[config.mk]
export PLATFORM = sky130hd
export DESIGN_NAME = jogo_sequenciador
export DESIGN_NICKNAME = d
export VERILOG_FILES = /design/src/rtl/jogo_sequenciador.sv
export SDC_FILE = /design/constraint.sdc
export NUM_CORES = 1
export LEC_CHECK = 0
export CAP_MARGIN = 40
export CORE_MARGIN = 1
export CORE_UTILIZATION = 40
export DETAILED_ROUTE_END_ITERATION = 6
export HOLD_SLACK_MARGIN = 0.1
export PLACE_DENSITY = 0.59
export SLEW_MARGIN = 30
export SYNTH_ARGS = -nofsm -noshare
export SYNTH_HDL_FRONTEND = slang
export SYNTH_SLANG_ARGS = --single-unit
[constraint.sdc]
create_clock -name clock -period 3 [get_ports clock]
set_input_delay 0.6 -clock clock [delete_from_list [all_inputs] [get_ports clock]]
set_output_delay 0.6 -clock clock [all_outputs]
set_load 0.02 [all_outputs]
[src/rtl/jogo_sequenciador.sv]
// Round sequencer for the game datapath: tick strobes, level/score clears, target LED.
// Build option JOGO_POSICAO_ALEATORIA_EN selects LFSR-driven target positions.
module jogo_sequenciador #(
  parameter int TICK_DIV     = 50000,
  parameter int ROUND_TICKS  = 60000,
  parameter int PAUSE_TICKS  = 500,
  parameter int SCORE_TARGET = 100,
  parameter int NUM_LEDS     = 10
) (
  input  logic        clock,
  input  logic        reset,
  input  logic        iniciar,
  input  logic        pausar,
  input  logic [1:0]  nivel_sel,
  input  logic        ganhou_ponto,
  input  logic        perdeu_ponto,
  input  logic [7:0]  pontuacao,
  output logic        conta_nivel,
  output logic        reset_nivel,
  output logic        reset_ponto,
  output logic [1:0]  nivel_dificuldade,
  output logic [3:0]  position_led,
  output logic [15:0] tempo_restante,
  output logic        jogando,
  output logic        fim_jogo,
  output logic [2:0]  estado
);

  localparam int PW = $clog2(TICK_DIV);
  localparam int CW = $clog2(PAUSE_TICKS + 1);

  localparam logic [PW-1:0] PRESC_LAST = PW'(TICK_DIV - 1);
  localparam logic [CW-1:0] PAUSE_LOAD = CW'(PAUSE_TICKS);
  localparam logic [15:0]   ROUND_LOAD = 16'(ROUND_TICKS);
  localparam logic [8:0]    SCORE_MAX  = 9'(SCORE_TARGET);
  localparam logic [3:0]    LED_LAST   = 4'(NUM_LEDS - 1);

  typedef enum logic [2:0] {
    INICIAL = 3'd0,
    PREPARA = 3'd1,
    JOGANDO = 3'd2,
    PONTO   = 3'd3,
    PAUSADO = 3'd4,
    FIM     = 3'd5
  } estado_t;

  estado_t        state_q, state_d;
  logic [PW-1:0]  presc_q, presc_d;
  logic [CW-1:0]  pause_q, pause_d;
  logic [15:0]    tempo_q, tempo_d;
  logic [3:0]     pos_q, pos_d;
  logic [1:0]     nivel_q, nivel_d;
  logic           conta_q, conta_d;
  logic           rst_niv_q, rst_niv_d;
  logic           rst_pto_q, rst_pto_d;
  logic           jogando_q, jogando_d;
  logic           fim_q, fim_d;

  logic           active;
  logic           tick;
  logic           over;
  logic [3:0]     seq_next;
  logic [3:0]     adv_pos;

  assign active   = (state_q == JOGANDO) || (state_q == PONTO);
  assign tick     = active && (presc_q == PRESC_LAST);
  assign over     = (tempo_q == '0) || ({1'b0, pontuacao} >= SCORE_MAX);
  assign seq_next = (pos_q == LED_LAST) ? 4'd0 : pos_q + 4'd1;

`ifdef JOGO_POSICAO_ALEATORIA_EN
  logic [3:0] lfsr_q, lfsr_d;
  logic [3:0] cand;

  // x^4+x^3+1 Fibonacci; nonzero seed keeps it off the lock-up state
  assign lfsr_d  = {lfsr_q[2:0], lfsr_q[3] ^ lfsr_q[2]};
  assign cand    = 4'({28'd0, lfsr_q} % NUM_LEDS);
  assign adv_pos = (cand == pos_q) ? seq_next : cand;

  always_ff @(posedge clock or negedge reset) begin
    if (!reset) begin
      lfsr_q <= 4'b1011;
    end else begin
      lfsr_q <= lfsr_d;
    end
  end
`else
  assign adv_pos = seq_next;
`endif

  always_comb begin
    state_d   = state_q;
    presc_d   = presc_q;
    pause_d   = pause_q;
    tempo_d   = tempo_q;
    pos_d     = pos_q;
    nivel_d   = nivel_q;
    conta_d   = 1'b0;
    rst_niv_d = 1'b0;
    rst_pto_d = 1'b0;

    if (active) begin
      presc_d = tick ? '0 : presc_q + PW'(1);
      if (tick && (tempo_q != '0)) begin
        tempo_d = tempo_q - 16'd1;
      end
    end

    case (state_q)
      INICIAL: begin
        if (iniciar) begin
          state_d   = PREPARA;
          rst_niv_d = 1'b1;
          rst_pto_d = 1'b1;
        end
      end
      PREPARA: begin
        nivel_d = nivel_sel;
        tempo_d = ROUND_LOAD;
        pos_d   = 4'd0;
        presc_d = '0;
        state_d = JOGANDO;
      end
      JOGANDO: begin
        conta_d = tick;
        if (over) begin
          state_d = FIM;
        end else if (pausar) begin
          state_d = PAUSADO;
        end else if (ganhou_ponto || perdeu_ponto) begin
          state_d   = PONTO;
          rst_niv_d = 1'b1;
          pause_d   = PAUSE_LOAD;
          if (ganhou_ponto) begin
            pos_d = adv_pos;
          end
        end
      end
      PONTO: begin
        if (over) begin
          state_d = FIM;
        end else if (pause_q == '0) begin
          state_d = JOGANDO;
        end else if (tick) begin
          pause_d = pause_q - CW'(1);
        end
      end
      PAUSADO: begin
        if (!pausar) begin
          state_d = JOGANDO;
        end
      end
      FIM: begin
        if (iniciar) begin
          state_d   = PREPARA;
          rst_niv_d = 1'b1;
          rst_pto_d = 1'b1;
        end
      end
      default: begin
        state_d = INICIAL;
      end
    endcase

    jogando_d = state_d inside {JOGANDO, PONTO, PAUSADO};
    fim_d     = (state_d == FIM);
  end

  always_ff @(posedge clock or negedge reset) begin
    if (!reset) begin
      state_q   <= INICIAL;
      presc_q   <= '0;
      pause_q   <= '0;
      tempo_q   <= '0;
      pos_q     <= '0;
      nivel_q   <= '0;
      conta_q   <= 1'b0;
      rst_niv_q <= 1'b0;
      rst_pto_q <= 1'b0;
      jogando_q <= 1'b0;
      fim_q     <= 1'b0;
    end else begin
      state_q   <= state_d;
      presc_q   <= presc_d;
      pause_q   <= pause_d;
      tempo_q   <= tempo_d;
      pos_q     <= pos_d;
      nivel_q   <= nivel_d;
      conta_q   <= conta_d;
      rst_niv_q <= rst_niv_d;
      rst_pto_q <= rst_pto_d;
      jogando_q <= jogando_d;
      fim_q     <= fim_d;
    end
  end

  assign conta_nivel       = conta_q;
  assign reset_nivel       = rst_niv_q;
  assign reset_ponto       = rst_pto_q;
  assign nivel_dificuldade = nivel_q;
  assign position_led      = pos_q;
  assign tempo_restante    = tempo_q;
  assign jogando           = jogando_q;
  assign fim_jogo          = fim_q;
  assign estado            = state_q;

endmodule

# After elaboration in Yosys (flattened, before gate mapping)
# Index checks and enable logic that the tools add are counted.
# W data, S select, Z words.
# totals
output_inout_bits,30
reg_bits,55
word_cells,86
# op_classes
mux,34
eq_ne,18
n_reduce_logical,18
addsub,4
magnitude_cmp,1
# ops
cell,count
$mux W16,6
$mux W9,6
$mux W3,7
$mux W4,5
$pmux W9 S2,1
$add A16 B1 Y16 const B,1
$eq A16 B16 Y1 const B,1
$logic_not A16 Y1,1
$reduce_bool A16 Y1,1
$sub A16 B1 Y16 const B,1
$pmux W3 S5,1
$eq A3 B2 Y1 const B,4
$eq A3 B3 Y1 const B,4
$ne A2 B2 Y1 const B,6
$logic_not A9 Y1,1
$sub A9 B1 Y9 const B,1
$ge A8 B7 Y1 const B,1
$pmux W4 S2,1
$reduce_bool A2 Y1,4
$reduce_and A7 Y1,1
$mux W1,6
$reduce_and A5 Y1,1
$add A4 B1 Y4 const B,1
$eq A4 B4 Y1 const B,1
other kinds (9),12

# Logic depth before layout (Yosys ltp)
# depth
ltp_word,7
ltp_mapped,8
mapped_depth_nobuf,7

# Worst setup path after synthesis
# Ideal clock, no wire load.
# synth_path
path_kind,register -> register
from,register presc_q[0]
to,register pause_q[6]
n_path_buf,2
required_time_ps,2868
synth_period_minus_slack_ps,2056
path_stages_with_launch,9
setup_slack_ps,944
arrival_time_ps,1924
path_cell_list,dfrtp_1 ha_1 and4b_1 and4_1 buf_2 a21boi_2 buf_2 nor4_1 or3b_1
# synth_between
elab_chain_cells,4
# synth_rtl
element,line,text
"start, declared",48,"logic [PW-1:0] presc_q, presc_d;"
"start signal, assigned",183,presc_q <= presc_d;
$eq A16 B16 Y1,66,assign tick = active && (presc_q == PRESC_LAST);
$logic_and A1 B1 Y1,66,
$ne A2 B2 Y1 (no line),-,
$reduce_and A7 Y1 (no line),-,
"end signal, assigned",184,pause_q <= pause_d;
"end, declared",49,"logic [CW-1:0] pause_q, pause_d;"
# Every way passes these cells.
# A chain may end at the register's enable or synchronous reset.

# Final worst setup path
# layout_path
from,"register tempo_q[6], in the netlist tempo_restante[6]"
to,"register tempo_q[14], in the netlist tempo_restante[14]"
# layout_between
elab_chain_cells,4
# layout_rtl
element,line,text
"start, declared",50,"logic [15:0] tempo_q, tempo_d;"
"start signal, assigned",185,tempo_q <= tempo_d;
$sub A16 B1 Y16 or $reduce_bool A16 Y1 (tied branches),"104, 103",
$mux W16 or $logic_and A1 B1 Y1 (tied branches),103,if (tick && (tempo_q != '0)) begin
$mux W16 or $reduce_bool A2 Y1 (tied branches),-,
$mux W16 or $reduce_and A2 Y1 (tied branches),-,
# Parallel ways exist; a longest one is shown, timed or not. The select of a mux whose other input is x is not followed.

==> metrics.txt <==
# TYPE chip_impl_metric gauge
chip_impl_metric{name="number_of_nets_with_antenna_violations_after_detailed_routing",unit=""} 0
chip_impl_metric{name="async_flop_share",unit="%"} 100.0
chip_impl_metric{name="vias",unit=""} 2761
chip_impl_metric{name="hold_buffer_count_at_cts",unit=""} 0
chip_impl_metric{name="cts_made_buffers",unit=""} 5
chip_impl_metric{name="vias_per_cell",unit=""} 5.728
chip_impl_metric{name="hpwl",unit="um"} 5164
chip_impl_metric{name="synth_cells",unit=""} 336
chip_impl_info{name="worstReg2RegStart",value="tempo_restante[6]$_DFFE_PN0P_"} 1
chip_impl_metric{name="die_x",unit="um"} 89.97
chip_impl_metric{name="cts_repair_resize_count",unit=""} 0
chip_impl_metric{name="postCtsSetupBuffers",unit=""} 0
chip_impl_metric{name="io_buffers",unit=""} 43
chip_impl_metric{name="final.setup.worst_slack",unit="ps"} 618.8
chip_impl_info{name="critical_path.top_delay_family",value="simple AND/OR/NAND/NOR gates"} 1
chip_impl_metric{name="ctsHtreeMaxLevel",unit=""} 2
chip_impl_metric{name="grt_max_degree",unit=""} 34
chip_impl_metric{name="detail_route.wirelength",unit="um"} 7301
chip_impl_info{name="clock-root-buffer",value="sky130_fd_sc_hd__clkbuf_8"} 1
chip_impl_metric{name="sequentialPowerShare",unit="%"} 40.3
chip_impl_metric{name="pwr_density_cell",unit="nW/um^2"} 781.6
chip_impl_metric{name="firstDrtPassIters",unit=""} 4
chip_impl_metric{name="netSwitchingFraction",unit="%"} 43.65
chip_impl_metric{name="synth_edf_count",unit=""} 0
chip_impl_metric{name="syn2layout_area_growth",unit="%"} 20.86
chip_impl_metric{name="largest_stage_delay_worst_path",unit="ps"} 580
chip_impl_info{name="criticalPathCategory",value="reg -> reg"} 1
chip_impl_metric{name="clock_skew",unit="ps"} 12.39
chip_impl_info{name="worst_hold_check_path_type",value="in -> async"} 1
chip_impl_metric{name="nFillCells",unit=""} 717
chip_impl_info{name="yosys_most_used_dff",value="sky130_fd_sc_hd__dfrtp_1"} 1
chip_impl_metric{name="syn_area",unit="um^2"} 3095
chip_impl_metric{name="grt_pass1_wl",unit="um"} 12630
chip_impl_metric{name="ctsLongestPathBuffers",unit=""} 2
chip_impl_metric{name="cp_num_cells",unit=""} 5
chip_impl_metric{name="critical_path.n_buffers_inverters",unit=""} 0
chip_impl_info{name="worst_r2r_endpoint",value="tempo_restante[14]$_DFFE_PN0P_"} 1
chip_impl_metric{name="fin_tns_setup",unit="ps"} 0
chip_impl_metric{name="synth_unique_cells",unit=""} 58
chip_impl_metric{name="worstSkewPairLatency",unit="ps"} 310
chip_impl_metric{name="timing_worst_slew_pin_value",unit="ps"} 642.2
chip_impl_metric{name="clkSlewWorstSetupHoldPaths",unit="ps"} 110
chip_impl_metric{name="violation_count_after_the_first_detailed_routing_iteration",unit=""} 100
chip_impl_metric{name="cell_internal_pwr",unit="mW"} 1.648
chip_impl_metric{name="post_route_clock_period_utilization",unit="%"} 79.37
chip_impl_metric{name="track_usage",unit="%"} 19.01
chip_impl_info{name="grt_setup_unrepaired",value="false"} 1
chip_impl_info{name="run_status",value="complete, no violations"} 1
chip_impl_metric{name="grt_overflow_total",unit=""} 0
chip_impl_metric{name="clock-sinks",unit=""} 55
chip_impl_info{name="crit_path_start",value="tempo_restante[6]$_DFFE_PN0P_"} 1
chip_impl_metric{name="ys_seq_elements",unit=""} 55
chip_impl_metric{name="comb_power_share",unit="%"} 45.7
chip_impl_metric{name="post-route-min-period",unit="ps"} 2381
chip_impl_metric{name="final_setup_violation_count",unit=""} 0
chip_impl_metric{name="achievable-frequency",unit="GHz"} 0.4200
chip_impl_metric{name="maxSlewViolCount",unit=""} 0
chip_impl_metric{name="routabilityCongestion",unit=""} 0.8148
chip_impl_metric{name="clock_power_share",unit="%"} 14.0
chip_impl_metric{name="design.portCount",unit=""} 46
chip_impl_info{name="crit_path_launch_type",value="flop"} 1
chip_impl_metric{name="placed_cell_area",unit="um^2"} 3638
chip_impl_metric{name="floorplan.initialDensity",unit="%"} 42.00
chip_impl_metric{name="switching_power",unit="mW"} 1.277
chip_impl_metric{name="synth.yosys.seq_area_share",unit="%"} 44.46
chip_impl_metric{name="worst-path-max-fanout",unit=""} 28
chip_impl_metric{name="finalHoldViolCount",unit=""} 0
chip_impl_metric{name="r2r_cells",unit=""} 5
chip_impl_metric{name="design_area",unit="um^2"} 3741
chip_impl_metric{name="floorplan.die_area",unit="um^2"} 8095
chip_impl_metric{name="synth.net_count",unit=""} 359
chip_impl_metric{name="grt_pass1_vias",unit=""} 2651
chip_impl_metric{name="synth.avg_cell_area",unit="um^2"} 9.213
chip_impl_metric{name="final_layout_size_suffix_gt1_share",unit="%"} 7.311
chip_impl_metric{name="timing.critical_path.required",unit="ps"} 3180
chip_impl_info{name="end_kind",value="flop"} 1
chip_impl_metric{name="critical_path_arrival",unit="ps"} 2560
chip_impl_metric{name="n_antenna_cell",unit=""} 0
chip_impl_metric{name="post-route-drc-count",unit=""} 0
chip_impl_metric{name="irDropWorstVdd",unit="mV"} 0.5201
chip_impl_metric{name="wl_per_cell",unit="um"} 15.15
chip_impl_metric{name="num-nets-final",unit=""} 406
chip_impl_info{name="cts_tree",value="yes"} 1
chip_impl_metric{name="core.rowCount",unit=""} 31
chip_impl_metric{name="antenna_found_initial",unit=""} 0
chip_impl_info{name="critical_path.slowest_cell",value="sky130_fd_sc_hd__a21oi_4"} 1
chip_impl_metric{name="slew_headroom",unit="%"} 56.79
chip_impl_metric{name="drv_cap",unit=""} 0
chip_impl_metric{name="coreArea",unit="um^2"} 7370
chip_impl_metric{name="die_y",unit="um"} 89.97
chip_impl_metric{name="total_leakage_power",unit="nW"} 1.438
chip_impl_metric{name="preCtsSetupSlack",unit="ps"} 338.1
chip_impl_info{name="critical_path.cell_chain",value="nor4_1 > nand4_2 > a21oi_4 > or4_1 > nand3_1"} 1
chip_impl_metric{name="synth-warning-count",unit=""} 0
chip_impl_info{name="worst_setup_path_endpoint",value="tempo_restante[14]$_DFFE_PN0P_"} 1
chip_impl_metric{name="reg2reg_slack",unit="ps"} 620
==> worst reg2reg max path: cells and delay by family, from the launching register on <==
family | cells | cell delay [ps]
simple gates | 4 | 1230
compound gates | 1 | 580
flops | 1 | 440
==> logic make-up (layout without fill, tap and decap cells) <==
family | after synthesis | after routing | share of synthesized area (%)
adders and majority gates | 7 | 7 | 2.829
and+or+nand+nor | 153 | 153 | 28.98
xor gates and xnor gates | 3 | 3 | 0.8490
AOI/OAI and AO/OA | 92 | 92 | 18.88
buffers and inverters | 24 | 71 | 3.355
DFF | 55 | 55 | 44.46
muxes | 2 | 2 | 0.6468
==> cell type report <==
cell class / count / area [um^2] / share of cell area, %
multi-input cells: 257 / 1615 / 43.18
flip-flops and latches: 55 / 1376 / 36.79
repair buffers: 50 / 490.5 / 13.11
well taps: 99 / 123.9 / 3.311
clock buffers: 5 / 68.82 / 1.839
inverters: 14 / 52.55 / 1.405
clock inverters: 2 / 13.76 / 0.3679
==> metrics by stage <==
stage | total power, mW | utilization (%) | std cells | hold slack [ps]
after floorplan | 2.025 | - | 336 | 304.4
after global placement | 2.503 | 49.37 | 474 | 458.0
after detailed placement | 2.532 | 49.37 | 474 | 466.8
after CTS | 2.941 | 50.49 | 481 | 383.3
after global routing | 3.154 | 50.76 | 482 | 127.8
final | 2.924 | 50.76 | 482 | 125.9
==> layout by cell type (no fill, tap or decap), types with 3 or more instances in the layout <==
cell type | synthesis | routed
sky130_fd_sc_hd__dfrtp_1 | 55 | 55
sky130_fd_sc_hd__nor4_1 | 9 | 9
sky130_fd_sc_hd__a22o_1 | 3 | 3
sky130_fd_sc_hd__or3b_1 | 3 | 3
sky130_fd_sc_hd__a21oi_1 | 18 | 18
sky130_fd_sc_hd__nor3b_1 | 3 | 3
sky130_fd_sc_hd__nand3_1 | 17 | 17
sky130_fd_sc_hd__nor3_1 | 12 | 12
sky130_fd_sc_hd__o22ai_1 | 5 | 5
sky130_fd_sc_hd__and4_1 | 3 | 3
sky130_fd_sc_hd__and4b_1 | 3 | 3
sky130_fd_sc_hd__clkdlybuf4s50_1 | 0 | 42
sky130_fd_sc_hd__buf_4 | 2 | 6
sky130_fd_sc_hd__xnor2_1 | 3 | 3
sky130_fd_sc_hd__nor2_1 | 16 | 16
sky130_fd_sc_hd__o41ai_1 | 3 | 3
sky130_fd_sc_hd__and3_1 | 3 | 3
sky130_fd_sc_hd__clkbuf_8 | 0 | 5
sky130_fd_sc_hd__o21ai_0 | 37 | 37
sky130_fd_sc_hd__a31oi_1 | 4 | 4
sky130_fd_sc_hd__o31ai_1 | 7 | 7
sky130_fd_sc_hd__nand2b_1 | 3 | 3
sky130_fd_sc_hd__ha_1 | 7 | 7
sky130_fd_sc_hd__or4_1 | 5 | 5
sky130_fd_sc_hd__nand4b_1 | 3 | 3
sky130_fd_sc_hd__inv_1 | 14 | 14
sky130_fd_sc_hd__or3_1 | 18 | 18
sky130_fd_sc_hd__nand4_1 | 7 | 7
sky130_fd_sc_hd__nor2b_1 | 3 | 3
sky130_fd_sc_hd__nand2_1 | 28 | 28
==> worst min-delay path by stage <==
stage / start / endpoint
6_report: reset / tempo_restante[6]$_DFFE_PN0P_
5_1_grt: reset / tempo_restante[8]$_DFFE_PN0P_
4_1_cts: reset / tempo_restante[8]$_DFFE_PN0P_
3_5_place_dp: nivel_dificuldade[0]$_DFFE_PN0P_ / nivel_dificuldade[0]$_DFFE_PN0P_
3_3_place_gp: nivel_dificuldade[0]$_DFFE_PN0P_ / nivel_dificuldade[0]$_DFFE_PN0P_
2_1_floorplan: reset / conta_nivel$_DFF_PN0_
==> per-layer routing <==
metal  vias to the layer above  GRT usage, %  share of wire [%]
li1                       1366             -                  -
met1                      1312         26.99                 50
met2                        74         30.45                 44
met3                         9         3.299                4.8
met4                         0         4.167               0.84
met5                         -             0                  0
==> Yosys cell counts, types with 4 or more instances <==
| cell | count | area share (%) |
|---|---|---|
| sky130_fd_sc_hd__o21ai_0 | 37 | 6.0 |
| sky130_fd_sc_hd__buf_2 | 5 | 0.81 |
| sky130_fd_sc_hd__o22ai_1 | 5 | 1.0 |
| sky130_fd_sc_hd__nor3_1 | 12 | 1.9 |
| sky130_fd_sc_hd__inv_1 | 14 | 1.7 |
| sky130_fd_sc_hd__a21oi_1 | 18 | 2.9 |
| sky130_fd_sc_hd__nand4_1 | 7 | 1.4 |
| sky130_fd_sc_hd__nand3_1 | 17 | 2.7 |
| sky130_fd_sc_hd__nor2_1 | 16 | 1.9 |
| sky130_fd_sc_hd__nand2_1 | 28 | 3.4 |
| sky130_fd_sc_hd__or3_1 | 18 | 3.6 |
| sky130_fd_sc_hd__dfrtp_1 | 55 | 44 |
| sky130_fd_sc_hd__o31ai_1 | 7 | 1.7 |
| sky130_fd_sc_hd__a31oi_1 | 4 | 0.81 |
| sky130_fd_sc_hd__ha_1 | 7 | 2.8 |
| sky130_fd_sc_hd__nor4_1 | 9 | 1.8 |
| sky130_fd_sc_hd__or4_1 | 5 | 1.2 |
==> state kept, by name, indices dropped and copies added, names as in the netlist <==
| name | count |
|---|---|
| position_led | 4 |
| estado | 3 |
| tempo_restante | 16 |
| conta_nivel | 1 |
| reset_ponto | 1 |
| jogando | 1 |
| reset_nivel | 1 |
| nivel_dificuldade | 2 |
| pause_q | 9 |
| fim_jogo | 1 |
| presc_q | 16 |
==> power by group through the flow <==
| stage | logic (mW) | clock network (mW) | registers, mW |
|---|---|---|---|
| 6_report | 1.34 | 0.410 | 1.18 |
| 2_1_floorplan | 0.797 | 0 | 1.23 |
| 4_1_cts | 1.34 | 0.420 | 1.18 |
| 3_3_place_gp | 1.32 | 0 | 1.19 |
| 3_5_place_dp | 1.34 | 0 | 1.19 |
| 5_1_grt | 1.49 | 0.444 | 1.22 |
No activity file was read; power rests on OpenSTA's default activity.
